### src/rtl/bank_write_router_pkg.sv
// writer_pkg: bank ownership states and index type shared by bank_write_router and its bank slots.
package writer_pkg;
  typedef enum logic [1:0] {BANK_FREE, BANK_FILLING, BANK_FULL} bank_state_e;
  localparam int MAX_BANKS = 256;
  typedef logic [$clog2(MAX_BANKS)-1:0] bank_idx_t;
endpackage

### src/rtl/bank_write_router_if.sv
// bank_write_router_if: valid/ready write stream from the pixel writer into the router.
interface bank_write_router_if #(parameter int DATA_WIDTH = 64);
  logic in_valid;
  logic in_ready;
  logic in_sof;
  logic [DATA_WIDTH-1:0] data_in;
  modport master (output in_valid, output in_sof, output data_in, input in_ready);
  modport slave (input in_valid, input in_sof, input data_in, output in_ready);
endinterface

### src/rtl/bank_write_router_bank_slot_fsm.sv
// bank_slot_fsm: FREE/FILLING/FULL ownership state of one line-buffer bank.
module bank_slot_fsm
  import writer_pkg::*;
(
  input  logic        clk,
  input  logic        rst_n,
  input  logic        fill_start,
  input  logic        fill_last,
  input  logic        drain,
  output bank_state_e state
);
  bank_state_e nxt;
  always_ff @(posedge clk or negedge rst_n) begin
    if (!rst_n) state <= BANK_FREE;
    else state <= nxt;
  end
  // fill_start never arrives while FULL because the router stalls the writer
  always_comb begin
    nxt = (fill_start && fill_last) ? BANK_FULL :
          (fill_start && state == BANK_FREE) ? BANK_FILLING :
          (drain && state == BANK_FULL) ? BANK_FREE : state;
  end
endmodule

### src/rtl/bank_write_router.sv
// bank_write_router: round-robin write demux into NUM_BANKS line-buffer banks with back-pressure.
// Define WRITER_OVERFLOW_CNT_EN to build the saturating stall-cycle counter on overflow_cnt.
module bank_write_router
  import writer_pkg::*;
#(
  parameter int DATA_WIDTH = 64,
  parameter int ADDR_WIDTH = 8,
  parameter int NUM_BANKS  = 2,
  parameter int BANK_WORDS = 256,
  localparam int IDX_W     = $clog2(NUM_BANKS)
)
(
  input  logic                   clk,
  input  logic                   rst_n,
  bank_write_router_if.slave     wr,
  output logic [NUM_BANKS-1:0]   wr_en_out,
  output logic [ADDR_WIDTH-1:0]  addr_out,
  output logic [DATA_WIDTH-1:0]  data_out,
  input  logic [NUM_BANKS-1:0]   bank_release,
  output logic [NUM_BANKS-1:0]   bank_full,
  output logic                   done_valid,
  output logic [IDX_W-1:0]       done_idx,
  output logic [15:0]            overflow_cnt
);
  bank_state_e state [NUM_BANKS];
  logic [IDX_W-1:0] cur_bank;
  logic [IDX_W-1:0] nxt_bank;
  logic [ADDR_WIDTH-1:0] wr_addr;
  logic [ADDR_WIDTH-1:0] eff_addr;
  logic ready;
  logic accept;
  logic last;
  assign ready = state[cur_bank] != BANK_FULL;
  assign wr.in_ready = ready;
  assign accept = wr.in_valid & ready;
  assign eff_addr = wr.in_sof ? '0 : wr_addr;
  assign last = eff_addr == ADDR_WIDTH'(BANK_WORDS - 1);
  assign nxt_bank = (cur_bank == IDX_W'(NUM_BANKS - 1)) ? '0 : cur_bank + 1'b1;
  for (genvar b = 0; b < NUM_BANKS; b++) begin : g_bank
    bank_slot_fsm u_slot (
      .clk        (clk),
      .rst_n      (rst_n),
      .fill_start (accept && cur_bank == IDX_W'(b)),
      .fill_last  (accept && last && cur_bank == IDX_W'(b)),
      .drain      (bank_release[b]),
      .state      (state[b])
    );
    assign bank_full[b] = state[b] == BANK_FULL;
  end
  // in_sof restarts the current bank: the word lands at 0 and the fill continues from 1
  always_ff @(posedge clk or negedge rst_n) begin
    if (!rst_n) begin
      cur_bank   <= '0;
      wr_addr    <= '0;
      wr_en_out  <= '0;
      addr_out   <= '0;
      data_out   <= '0;
      done_valid <= 1'b0;
      done_idx   <= '0;
    end else begin
      wr_en_out  <= accept ? NUM_BANKS'(1) << cur_bank : '0;
      done_valid <= accept & last;
      if (accept) begin
        addr_out <= eff_addr;
        data_out <= wr.data_in;
        wr_addr  <= last ? '0 : eff_addr + 1'b1;
        if (last) begin
          cur_bank <= nxt_bank;
          done_idx <= cur_bank;
        end
      end
    end
  end
`ifdef WRITER_OVERFLOW_CNT_EN
  always_ff @(posedge clk or negedge rst_n) begin
    if (!rst_n) overflow_cnt <= '0;
    else if (wr.in_valid && !ready && overflow_cnt != 16'hFFFF) overflow_cnt <= overflow_cnt + 1'b1;
  end
`else
  assign overflow_cnt = '0;
`endif
endmodule

### src/flat_wrapper.sv
// flat-port wrapper written by rule: the top's interface ports become plain ports
module bank_write_router_flat import writer_pkg::*;
#(
  parameter int DATA_WIDTH = 64,
  parameter int ADDR_WIDTH = 8,
  parameter int NUM_BANKS  = 2,
  parameter int BANK_WORDS = 256,
  localparam int IDX_W     = $clog2(NUM_BANKS)
)
  (clk, rst_n, wr_en_out, addr_out, data_out, bank_release, bank_full, done_valid, done_idx, overflow_cnt, wr_in_valid, wr_in_sof, wr_data_in, wr_in_ready);
  bank_write_router_if #(.DATA_WIDTH(DATA_WIDTH)) wr_i ();
  input  logic clk;
  input  logic rst_n;
  output logic [NUM_BANKS-1:0] wr_en_out;
  output logic [ADDR_WIDTH-1:0] addr_out;
  output logic [DATA_WIDTH-1:0] data_out;
  input  logic [NUM_BANKS-1:0] bank_release;
  output logic [NUM_BANKS-1:0] bank_full;
  output logic done_valid;
  output logic [IDX_W-1:0] done_idx;
  output logic [15:0] overflow_cnt;
  input wire logic [$bits(wr_i.in_valid)-1:0] wr_in_valid;
  input wire logic [$bits(wr_i.in_sof)-1:0] wr_in_sof;
  input wire logic [$bits(wr_i.data_in)-1:0] wr_data_in;
  output wire logic [$bits(wr_i.in_ready)-1:0] wr_in_ready;
  assign wr_i.in_valid = wr_in_valid;
  assign wr_i.in_sof = wr_in_sof;
  assign wr_i.data_in = wr_data_in;
  assign wr_in_ready = wr_i.in_ready;
  bank_write_router #(.DATA_WIDTH(DATA_WIDTH), .ADDR_WIDTH(ADDR_WIDTH), .NUM_BANKS(NUM_BANKS), .BANK_WORDS(BANK_WORDS)) u_core (.clk(clk), .rst_n(rst_n), .wr(wr_i), .wr_en_out(wr_en_out), .addr_out(addr_out), .data_out(data_out), .bank_release(bank_release), .bank_full(bank_full), .done_valid(done_valid), .done_idx(done_idx), .overflow_cnt(overflow_cnt));
endmodule
### config.mk
export PLATFORM = sky130hd
export DESIGN_NAME = bank_write_router_flat
export DESIGN_NICKNAME = d
export VERILOG_FILES = /design/src/rtl/bank_write_router_pkg.sv /design/src/rtl/bank_write_router_if.sv /design/src/rtl/bank_write_router_bank_slot_fsm.sv /design/src/rtl/bank_write_router.sv /design/src/flat_wrapper.sv
export SDC_FILE = /design/constraint.sdc
export NUM_CORES = 1
export LEC_CHECK = 0
export CAP_MARGIN = 15
export CORE_MARGIN = 8
export CORE_UTILIZATION = 45
export DETAILED_ROUTE_END_ITERATION = 12
export GPL_ROUTABILITY_DRIVEN = 0
export PLACE_DENSITY = 0.86
export SYNTH_ARGS = -nofsm -noshare
export SYNTH_HDL_FRONTEND = slang
export SYNTH_SLANG_ARGS = --single-unit
### constraint.sdc
create_clock -name clk -period 4.6 [get_ports clk]
set_clock_uncertainty 0.2 [all_clocks]
set_input_delay 0.46 -clock clk [delete_from_list [all_inputs] [get_ports clk]]
set_output_delay 0.46 -clock clk [all_outputs]
set_load 0.02 [all_outputs]
==> summary.md <==
| Metric | Value |
|---|---|
| R2r worst-path depth | `4` |
| Fin. Hold Viols | `0` |
| RSZ-0062 raised after global routing | `false` |
| CP Launch Type | `primary input` |
| Crit-path cells | `clkdlybuf4s50_1 > nor2b_1 > ha_1 > and3_1 > nand3_1 > or3_1 > mux2_4` |
| Worst EP arrival | `2.78 ns` |
| Setup TNS | `0 ns` |
| Mapped cell area | `3660 µm²` |
| Clk buf depth | `2` |
| Post CTS Setup Buffer Count | `0` |
| Crit. End Element | `register` |
| Total track usage | `0.170` |
| Die H | `106 µm` |
| Crit Path Class | `primary input to register` |
| Gate Count Post-Synth | `405` |
| First-pass GRT wire length | `15.7 mm` |
| Power consumption | `1750 µW` |
| Clk pin slew, worst setup/hold paths | `0.09 ns` |
| CTS Sinks | `89` |
| Top post-synthesis cells by count | `nand2_1, dfrtp_1, buf_4` |
| Worst hold start | `u_core.addr_out[6]` |
| Layout cells sized above 1 | `0.0417` |
| Core region area | `8050 µm²` |
| Area of the die | `11300 µm²` |
| # IOs | `165` |
| Worst-Skew Late Latency | `0.34 ns` |
| Ant. Diodes | `0` |
| Post-synth EDFFs | `0` |
| Worst Tran Pin Value | `1.09 ns` |
| Final setup fails | `0` |
| WP data required | `4.63 ns` |
| Residual DRC count | `0` |
| Max-Cap Viols | `0` |
| Worst Setup SP | `wr_in_sof` |
| Post-CTS Hold Buffers | `0` |
| Resize count post-CTS | `0` |
| Area delta synth->final | `46.5%` |
| HPWL after DPL | `6.95 mm` |
| Post-synth top area share | `0.609` |
| Initial DRC Count | `131` |
| Number of buffers created by CTS | `9` |
| Vias in the first global route | `3036` |
| Hold Crit Depth | `2` |
| Post-place setup slack | `1.51 ns` |
| Fmax | `0.363 GHz` |
| DIE WIDTH | `106 µm` |
| Critical-path top delay cell | `clkdlybuf4s50_1` |
| Synth warnings | `0` |
| Placed Area | `5140 µm²` |
| CTS HTree Levels | `3` |
| Iteration count of the initial detailed-routing pass | `4` |
| Maximum number of pins on one net before global-route repair | `90` |
| Port Buffers | `148` |
| Initial core utilization | `0.454` |
| Pins Over Slew Limit | `0` |
| Finished Cell Area | `5360 µm²` |
| Largest stage delay, worst path | `0.62 ns` |
| Mapped Avg Cell Area | `9.03 µm²` |
| Layout Utilization | `0.666` |
| Post-DRT Antenna Nets | `0` |
| GRT Residual Overflow | `0` |
| Via density per instance | `4.55` |
| Core Rows | `33` |
| CTS tree | `built` |
| FILL cells | `684` |
| Synth cell types | `34` |
| Synth area leaders | `dfrtp_1, nand2_1, buf_4, clkbuf_1, o21ai_0` |
| Post-synth top flop | `dfrtp_1` |
| Worst hold path class | `register to register` |
| Peak supply drop | `0.202 mV` |
| RR Startpoint | `u_core.g_bank[1].u_slot.state[1]` |
| DRT Wirelength | `9.54 mm` |
| Clock root buffer master | `clkbuf_8` |
| Routed length per instance | `14.5 µm` |
| Initial antenna violation count | `0` |
| Via count | `2992` |
| P_leak | `0.00260 µW` |
| Register area share after synthesis | `0.609` |
| Most area-hungry cell type in the Yosys netlist | `dfrtp_1` |
| Yosys reg bits | `89` |
| Outcome | `complete, no violations` |
| Final period util | `0.598` |
| Power Dens Cells | `327 nW/µm²` |
| Post-layout min period | `2.75 ns` |
| Async set-reset flop share out of synthesis | `1.00` |
| Maximum fanout along the worst path | `13` |
| Count leader, synth | `nand2_1` |
| Min setup slack post-route | `1.85 ns` |
| Max_slew headroom | `0.275` |
| Nets | `618` |
layout make-up:
type                            instances  area (µm²)  share of cell area
Clock buffer                           13         159              0.0296
Timing Repair Buffer                  151        1520               0.284
Multi-Input combinational cell        290        1270               0.238
Inverter                                6        22.5             0.00420
Tap cell                              105         131              0.0245
Sequential cell                        89        2230               0.415
Clock inverter                          3        23.8             0.00443
critical path, delay by kind of cell:
family        cells  cell delay (ns)
simple gates      4             1.12
fa+ha+maj         1             0.25
mux               1             0.33
buf+inv           1             0.62
flip-flops by register name, indices dropped and copies added (netlist names):
| signal | cells |
|---|---|
| u_core.data_out | 64 |
| u_core.addr_out | 8 |
| u_core.wr_addr | 8 |
| u_core.g_bank.u_slot.state | 4 |
| u_core.wr_en_out | 2 |
| u_core.cur_bank | 1 |
| u_core.done_idx | 1 |
| u_core.done_valid | 1 |
through the flow:
| step | instances | hold WS, ns |
|---|---|---|
| 6_report | 657 | 0.269 |
| 4_1_cts | 655 | 0.157 |
| 3_5_place_dp | 639 | 0.254 |
| 5_1_grt | 657 | 0.297 |
| 2_1_floorplan | 420 | -0.0356 |
| 3_3_place_gp | 639 | 0.255 |
per-layer routing:
metal / track usage / vias up / wire (µm)
met5: 0 / - / 0
met4: 0.0452 / 0 / 75
met3: 0.0563 / 8 / 806
met2: 0.288 / 96 / 4840
met1: 0.203 / 1381 / 3820
li1: - / 1507 / -
worst paths after layout:
| kind | end | slack (ns) |
|---|---|---|
| setup reg to reg | u_core.done_idx | 1.94 |
| hold reg to reg | u_core.addr_out[6] | 0.27 |
| min in group asynchronous | u_core.wr_en_out[0] | 0.40 |
| max in group asynchronous | u_core.addr_out[1] | 3.17 |
| setup / recovery | u_core.done_idx | 1.85 |
| hold / removal | u_core.addr_out[6] | 0.27 |
cells by family (layout without fill, tap and decap cells):
kind of cell | after synthesis | in the layout | share of synthesized area
other | 1 | 16 | 0.00103
AND/OR/NAND/NOR | 244 | 244 | 0.267
adder cells (fa/ha/maj) | 1 | 1 | 0.00342
buffers and inverters | 41 | 173 | 0.0622
AO/OA/AOI/OAI | 25 | 25 | 0.0455
flip-flops | 89 | 89 | 0.609
XOR/XNOR | 1 | 1 | 0.00239
multiplexers | 3 | 3 | 0.00992
power breakdown:
part / total (µW) / switching [µW] / internal (µW)
Sequential: 885 / 39.8 / 845
Clock: 488 / 259 / 229
Combinational: 381 / 198 / 183
layout by cell type (no fill, tap or decap), drive strengths merged, types with 2 or more instances in the layout:
master and n:
dfrtp 89, conb 16, o22a 3, mux2 2, nor2 7, and3 2, or3 2, a21oi 4
o21ai 11, clkinvlp 2, nand2b 3, clkdlybuf4s50 147, inv 7, nor2b 6, nand2 214, o31ai 2
buf 3, nand3 6, clkbuf 13
(Power assumes the default switching activity.)
